===== src/rtl/req_encoder4x2_pkg.sv =====
// Shared constants and helpers for the 4-to-2 request encoder.
// The optional drop counter is enabled with the macro REQ_ENC_DROP_CNT_EN.
package req_enc_pkg;

  localparam int NUM_REQ = 4;
  localparam int CODE_W  = 2;

  localparam logic [CODE_W-1:0] CODE_0 = 2'b00;
  localparam logic [CODE_W-1:0] CODE_1 = 2'b01;
  localparam logic [CODE_W-1:0] CODE_2 = 2'b10;
  localparam logic [CODE_W-1:0] CODE_3 = 2'b11;

  function automatic logic [2:0] count_ones(input logic [NUM_REQ-1:0] v);
    logic [2:0] n;
    n = '0;
    for (int i = 0; i < NUM_REQ; i++) begin
      n = n + {2'b00, v[i]};
    end
    return n;
  endfunction

endpackage


===== src/rtl/req_encoder4x2_if.sv =====
// Request/grant bundle between a request source (master) and the encoder (slave).
interface req_encoder4x2_if
  import req_enc_pkg::*;
#(
  parameter int CNT_W = 8
);
  logic               i0;
  logic               i1;
  logic               i2;
  logic               i3;
  logic               in_vld;
  logic               out_rdy;
  logic               s1;
  logic               s0;
  logic               out_vld;
  logic [NUM_REQ-1:0] pend;
  logic [CNT_W-1:0]   drop_cnt;

  modport master (
    output i0, i1, i2, i3, in_vld, out_rdy,
    input  s1, s0, out_vld, pend, drop_cnt
  );

  modport slave (
    input  i0, i1, i2, i3, in_vld, out_rdy,
    output s1, s0, out_vld, pend, drop_cnt
  );
endinterface


===== src/rtl/req_encoder4x2_pri_enc4.sv =====
// Lowest-index-first priority encoder over a 4-bit vector.
module pri_enc4
  import req_enc_pkg::*;
(
  input  logic [NUM_REQ-1:0] vec,
  output logic [CODE_W-1:0]  code,
  output logic               any
);

  always_comb begin
    any  = |vec;
    code = CODE_0;
    if (vec[0])      code = CODE_0;
    else if (vec[1]) code = CODE_1;
    else if (vec[2]) code = CODE_2;
    else if (vec[3]) code = CODE_3;
  end

endmodule


===== src/rtl/req_encoder4x2.sv =====
// Pending-request register with priority encode and ready/valid drain.
// Define REQ_ENC_DROP_CNT_EN to count requests merged into an already pending bit.
module req_encoder4x2
  import req_enc_pkg::*;
#(
  parameter int CNT_W = 8
) (
  input  logic             clk,
  input  logic             rst,
  req_encoder4x2_if.slave  bus
);

  logic [NUM_REQ-1:0] pend_reg;
  logic [NUM_REQ-1:0] pend_next;
  logic [NUM_REQ-1:0] req_vec;
  logic [NUM_REQ-1:0] cap_vec;
  logic [NUM_REQ-1:0] clr_vec;
  logic [CODE_W-1:0]  code;
  logic               any;

  assign req_vec = {bus.i3, bus.i2, bus.i1, bus.i0};
  assign cap_vec = bus.in_vld ? req_vec : '0;

  pri_enc4 u_pri_enc4 (
    .vec  (pend_reg),
    .code (code),
    .any  (any)
  );

  // One-hot clear of the granted bit; empty pend means no grant regardless of out_rdy.
  generate
    for (genvar gi = 0; gi < NUM_REQ; gi++) begin : g_clr
      assign clr_vec[gi] = any && bus.out_rdy && (code == CODE_W'(gi));
    end
  endgenerate

  // Capture is OR-ed after the clear so a same-cycle re-request keeps the bit set.
  assign pend_next = (pend_reg & ~clr_vec) | cap_vec;

  always_ff @(posedge clk) begin
    if (rst) pend_reg <= '0;
    else     pend_reg <= pend_next;
  end

  assign bus.pend    = pend_reg;
  assign bus.out_vld = any;
  assign bus.s1      = code[1];
  assign bus.s0      = code[0];

`ifdef REQ_ENC_DROP_CNT_EN
  logic [NUM_REQ-1:0] merge_vec;
  logic [CNT_W-1:0]   drop_cnt_reg;
  logic [CNT_W+2:0]   drop_sum;

  assign merge_vec = cap_vec & pend_reg & ~clr_vec;
  assign drop_sum  = {3'b000, drop_cnt_reg} + (CNT_W+3)'(count_ones(merge_vec));

  always_ff @(posedge clk) begin
    if (rst) begin
      drop_cnt_reg <= '0;
    end else if (drop_sum > {3'b000, {CNT_W{1'b1}}}) begin
      drop_cnt_reg <= {CNT_W{1'b1}};
    end else begin
      drop_cnt_reg <= drop_sum[CNT_W-1:0];
    end
  end

  assign bus.drop_cnt = drop_cnt_reg;
`else
  assign bus.drop_cnt = '0;
`endif

endmodule


===== src/flat_wrapper.sv =====
// flat-port wrapper written by rule: the top's interface ports become plain ports
module req_encoder4x2_flat import req_enc_pkg::*;
#(
  parameter int CNT_W = 8
)
  (clk, rst, bus_i0, bus_i1, bus_i2, bus_i3, bus_in_vld, bus_out_rdy, bus_s1, bus_s0, bus_out_vld, bus_pend, bus_drop_cnt);
  req_encoder4x2_if #(.CNT_W(CNT_W)) bus_i ();
  input  logic clk;
  input  logic rst;
  input wire logic [$bits(bus_i.i0)-1:0] bus_i0;
  input wire logic [$bits(bus_i.i1)-1:0] bus_i1;
  input wire logic [$bits(bus_i.i2)-1:0] bus_i2;
  input wire logic [$bits(bus_i.i3)-1:0] bus_i3;
  input wire logic [$bits(bus_i.in_vld)-1:0] bus_in_vld;
  input wire logic [$bits(bus_i.out_rdy)-1:0] bus_out_rdy;
  output wire logic [$bits(bus_i.s1)-1:0] bus_s1;
  output wire logic [$bits(bus_i.s0)-1:0] bus_s0;
  output wire logic [$bits(bus_i.out_vld)-1:0] bus_out_vld;
  output wire logic [$bits(bus_i.pend)-1:0] bus_pend;
  output wire logic [$bits(bus_i.drop_cnt)-1:0] bus_drop_cnt;
  assign bus_i.i0 = bus_i0;
  assign bus_i.i1 = bus_i1;
  assign bus_i.i2 = bus_i2;
  assign bus_i.i3 = bus_i3;
  assign bus_i.in_vld = bus_in_vld;
  assign bus_i.out_rdy = bus_out_rdy;
  assign bus_s1 = bus_i.s1;
  assign bus_s0 = bus_i.s0;
  assign bus_out_vld = bus_i.out_vld;
  assign bus_pend = bus_i.pend;
  assign bus_drop_cnt = bus_i.drop_cnt;
  req_encoder4x2 #(.CNT_W(CNT_W)) u_core (.clk(clk), .rst(rst), .bus(bus_i));
endmodule

===== config.mk =====
export PLATFORM = sky130hd
export DESIGN_NAME = req_encoder4x2_flat
export DESIGN_NICKNAME = d
export VERILOG_FILES = /design/src/rtl/req_encoder4x2_pkg.sv /design/src/rtl/req_encoder4x2_if.sv /design/src/rtl/req_encoder4x2_pri_enc4.sv /design/src/rtl/req_encoder4x2.sv /design/src/flat_wrapper.sv
export SDC_FILE = /design/constraint.sdc
export NUM_CORES = 1
export LEC_CHECK = 0
export ABC_AREA = 1
export CORE_AREA = 2 2 39 41
export CTS_CLUSTER_DIAMETER = 50
export DETAILED_ROUTE_END_ITERATION = 10
export DIE_AREA = 0 0 41 43
export DONT_BUFFER_PORTS = 1
export SYNTH_ARGS = -nofsm -noshare
export SYNTH_HDL_FRONTEND = slang
export SYNTH_SLANG_ARGS = --single-unit

===== constraint.sdc =====
create_clock -name clk -period 2.2 [get_ports clk]
set_input_delay 0.22 -clock clk [delete_from_list [all_inputs] [get_ports clk]]
set_output_delay 0.22 -clock clk [all_outputs]
set_load 0.01 [all_outputs]

======== Word level (Yosys, flattened, before mapping) ========
Cells that the tools add are included.
operators by class
  eq/ne operators ......................... 3
  reductions and logical operators ........ 7
  bitwise logic cells ..................... 3
  muxes and demuxes ....................... 5
operators by type and width
  kind                number
  $mux 2              4
  $logic_and 1x1->1   5
  $and 4x4->4         1
  $eq 2x2->1 const B  2
  $mux 4              1
  $not 4->4           1
  $or 4x4->4          1
  $reduce_or 4->1     1
  $eq 2x1->1 const B  1
  $logic_not 2->1     1
storage, ports and cells
  bits of input ports ..................... 8
  output and inout port bits .............. 15
  word-level logic and storage cells ...... 19
  register bits ........................... 4

======== Logic depth before layout (Yosys ltp) ========
  depth in word-level cells ............... 9
  depth in mapped cells ................... 5
  gate-level depth less buffers ........... 5

======== By module ========
A second synthesis with hierarchy kept.
unflattened totals
  cell total of the unflattened synthesis .. 44
  area total of the unflattened synthesis .. 276.5 µm²
modules (own cells, without submodules)
  module          times used  area an instance (µm²)  cells an instance  seq. area each (µm²)
  req_encoder4x2  1           240.2                   36                 80.1
  pri_enc4        1           36.3                    8                  0.0

======== Worst setup path before layout ========
No wires, ideal clock.
  path kind ............................... reg2out
  start point ............................. register u_core.pend_reg[3], in the netlist u_core.bus.pend[3]
  end point ............................... output bus_s1
  required time ........................... 1.980 ns
  data arrival time ....................... 0.749 ns
  path buffers ............................ 0
  path slack .............................. 1.231 ns
  stages on the path, launching flop included .. 5
  cells stage by stage .................... dfxtp_1 -> inv_1 -> nand2_1 -> nand2_1 -> nor2_1
between the ends
  cells in the longest elaborated chain, start to end .. 4
RTL lines
  what                    RTL line                       RTL
  from (decl)             req_encoder4x2.sv:13           logic [NUM_REQ-1:0] pend_reg;
  from (signal assigned)  req_encoder4x2.sv:42           else pend_reg <= pend_next;
  $mux 2                  req_encoder4x2_pri_enc4.sv:16  else if (vec[3]) code = CODE_3;
  $mux 2                  req_encoder4x2_pri_enc4.sv:15  else if (vec[2]) code = CODE_2;
  $mux 2                  req_encoder4x2_pri_enc4.sv:14  else if (vec[1]) code = CODE_1;
  $mux 2                  req_encoder4x2_pri_enc4.sv:13  if (vec[0]) code = CODE_0;
  to (decl)               flat_wrapper.sv:16             output wire logic [$bits(bus_i.s1)-1:0] bus_s1;
Every way passes these cells.

======== Worst setup path after layout ========
Ends and elaborated chain as after synthesis.

==> reports/results.ini <==
[outcome]
status = completed

[final_layout]
drive_above_1_share_pct = 15.00
diodes = 0
areaGrowthSynthToFinish_pct = 3.365
fillerInstances = 159
final_area_sq_um = 269.0
largest_reg_flops = 4
fin_util_pct = 19.44
fin_nets = 50

[yosys]
syn-cell-area_sq_um = 260.3
synth.distinct_cells = 12
ys_seq_elements = 4
seq_area_frac_synth_pct = 30.77
avgSynthCellArea_sq_um = 6.849
synth-warning-count = 0
synthCells = 38

[pwr]
seq_power_share_pct = 41.9
p_int_mw = 0.1469
p_clk_share_pct = 43.3
p_per_area_nw_per_um2 = 761.5
ir_worst_vdd_uv = 219.8
leakage_nw = 0.1242
switching_share_pct = 28.31
p_sw_mw = 0.05799
combinationalPowerShare_pct = 14.8

[clock_tree]
cts.repair.resized = 0
postCtsSetupBuffers = 0
hold_buffers = 0
cts_tree = built
htreeDepth = 1
cts_root_buffer = clkbuf_4
clkTransAtPathRegs_ns = 0.04
clock_path_buffers = 2
clk_latency_ns = 0.23
cts_buffers = 3
cts.sinks = 4

[sta]
final-hold-violation-count = 0
max_freq_ghz = 0.7659
slew_violations = 0
rsz0062_at_grt = false
skew_ns = 0.0003265
setup_tns_ns = 0
setup_viol = 0
period_share_pct = 59.35
fin_crit_ns = 1.306

[grt]
antenna_found_initial = 0
grt_max_degree = 7
grt_pass1_vias = 179
grt_util_all_layers_pct = 6.319
grt_pass1_wl_microns = 690
grt-ovfl-total = 0

[worst_setup_path]
max_stage_delay_ns = 0.44
worst_path_most_repeated_cell = nand2_1
endpoint_kind = primary output
cp_cell_sequence = inv_1 > nand2_1 > nand2_1 > nor2_1
worstPathMaxFanout = 5
worstSetupPathType = register to primary output
crit_arrival_ns = 1.09
cp.required_ns = 1.98
worst_setup_path_start_kind = register
slowest_stage = dfxtp_1

[drt]
wl_met3_microns = 101
wl_per_cell_microns = 9.036
wl_met1_microns = 189
drt_pass1_iterations = 3
met2WireLength_microns = 215
via_per_inst = 3.661
vias = 205
drc_errors = 0
drt_iter0_drc = 2
ant_nets = 0
drt-total-wl_microns = 506
routed.top_layer = met3

[placed_design]
numPortBuffers = 0
post_dp_cell_area_sq_um = 246.5
gp_congestion = 0.6273
dpl.hpwl_microns = 432.2

[die]
dieWidth_microns = 41
dieArea_sq_um = 1763
boundaryPins = 23
core_area_sq_um = 1384
row_count = 14
die-height_microns = 43
initial_core_util_pct = 18.81

[hold_path]
min_path_type = primary input to register

[flow_run]
max-cap-violations = 0

[per-layer routing]
metal  GRT usage [%]  up-vias
met2           7.187       15
met4           8.000        0
met1           6.410       81
met3           4.188        0
met5               0        -
li1                -      109
[power by group through the flow]
| stage | clock [mW] | sequential [mW] | combinational, mW |
|---|---|---|---|
| 6_report | 0.0887 | 0.0858 | 0.0304 |
| 5_1_grt | 0.0970 | 0.0867 | 0.0346 |
| 4_1_cts | 0.0938 | 0.0862 | 0.0306 |
| 3_5_place_dp | 0 | 0.0874 | 0.0305 |
| 3_3_place_gp | 0 | 0.0871 | 0.0299 |
| 2_1_floorplan | 0 | 0.0853 | 0.0374 |
[synth_stat cells]
cell / count / area share [%]
nor2_2: 1 / 2.4
buf_4: 8 / 23
conb_1: 1 / 1.4
nand4_1: 1 / 2.4
dfxtp_1: 4 / 31
a21oi_2: 2 / 6.7
a21oi_1: 3 / 5.8
nand2_1: 10 / 14
o21ai_0: 1 / 1.9
nand3_1: 2 / 3.8
inv_1: 4 / 5.8
nor2_1: 1 / 1.4
[per-stage QoR]
step	hold WS (ns)	worst slack, ns	std cells	total power [mW]
finish	0.04687	0.8944	56	0.2049
global route	0.03542	0.8122	56	0.2183
floorplan	0.2824	1.231	45	0.1228
global placement	0.2841	1.157	53	0.1170
CTS	0.03802	0.8736	56	0.2106
detailed placement	0.2841	1.126	53	0.1178
[kinds of logic (layout without fill, tap and decap cells)]
logic type	after synthesis	in the layout	synth area share [%]
AO/OA/AOI/OAI	6	6	14.42
flip-flops	4	4	30.77
other	1	8	1.441
AND/OR/NAND/NOR	15	15	24.52
buffers and inverters	12	7	28.85
[final timing paths]
check,end,slack [ns],cells past startpoint,from
worst min register to register,u_core.bus.pend[2],0.53,2,u_core.bus.pend[2]
worst max register to register,u_core.bus.pend[2],1.28,5,u_core.bus.pend[3]
worst min-delay path,u_core.bus.pend[2],0.05,1,rst
worst max-delay path,bus_s1,0.89,4,u_core.bus.pend[3]
[critical path: cells and delay by family, from the launching register on]
family | cells | cell delay (ns)
simple gates | 3 | 0.33
flops | 1 | 0.44
buf+inv | 1 | 0.09
[cell type report]
class                   count  area [sq um]  area share, %
well taps                  16         20.02          7.442
flip-flops and latches      4         80.08          29.77
multi-input cells          29         131.4          48.84
inverters                   4         15.01          5.581
clock buffers               3         22.52          8.372
[placed cells by master (no fill, tap or decap)]
master,synthesis,routed
clkbuf_4,0,3
nand2_1,10,10
nand3_1,2,2
o21ai_0,1,1
nor2_1,1,1
a21oi_2,2,2
inv_1,4,4
a21oi_1,3,3
nor2_2,1,1
dfxtp_1,4,4
conb_1,1,8
nand4_1,1,1
No activity file was read; power rests on OpenSTA's default activity.
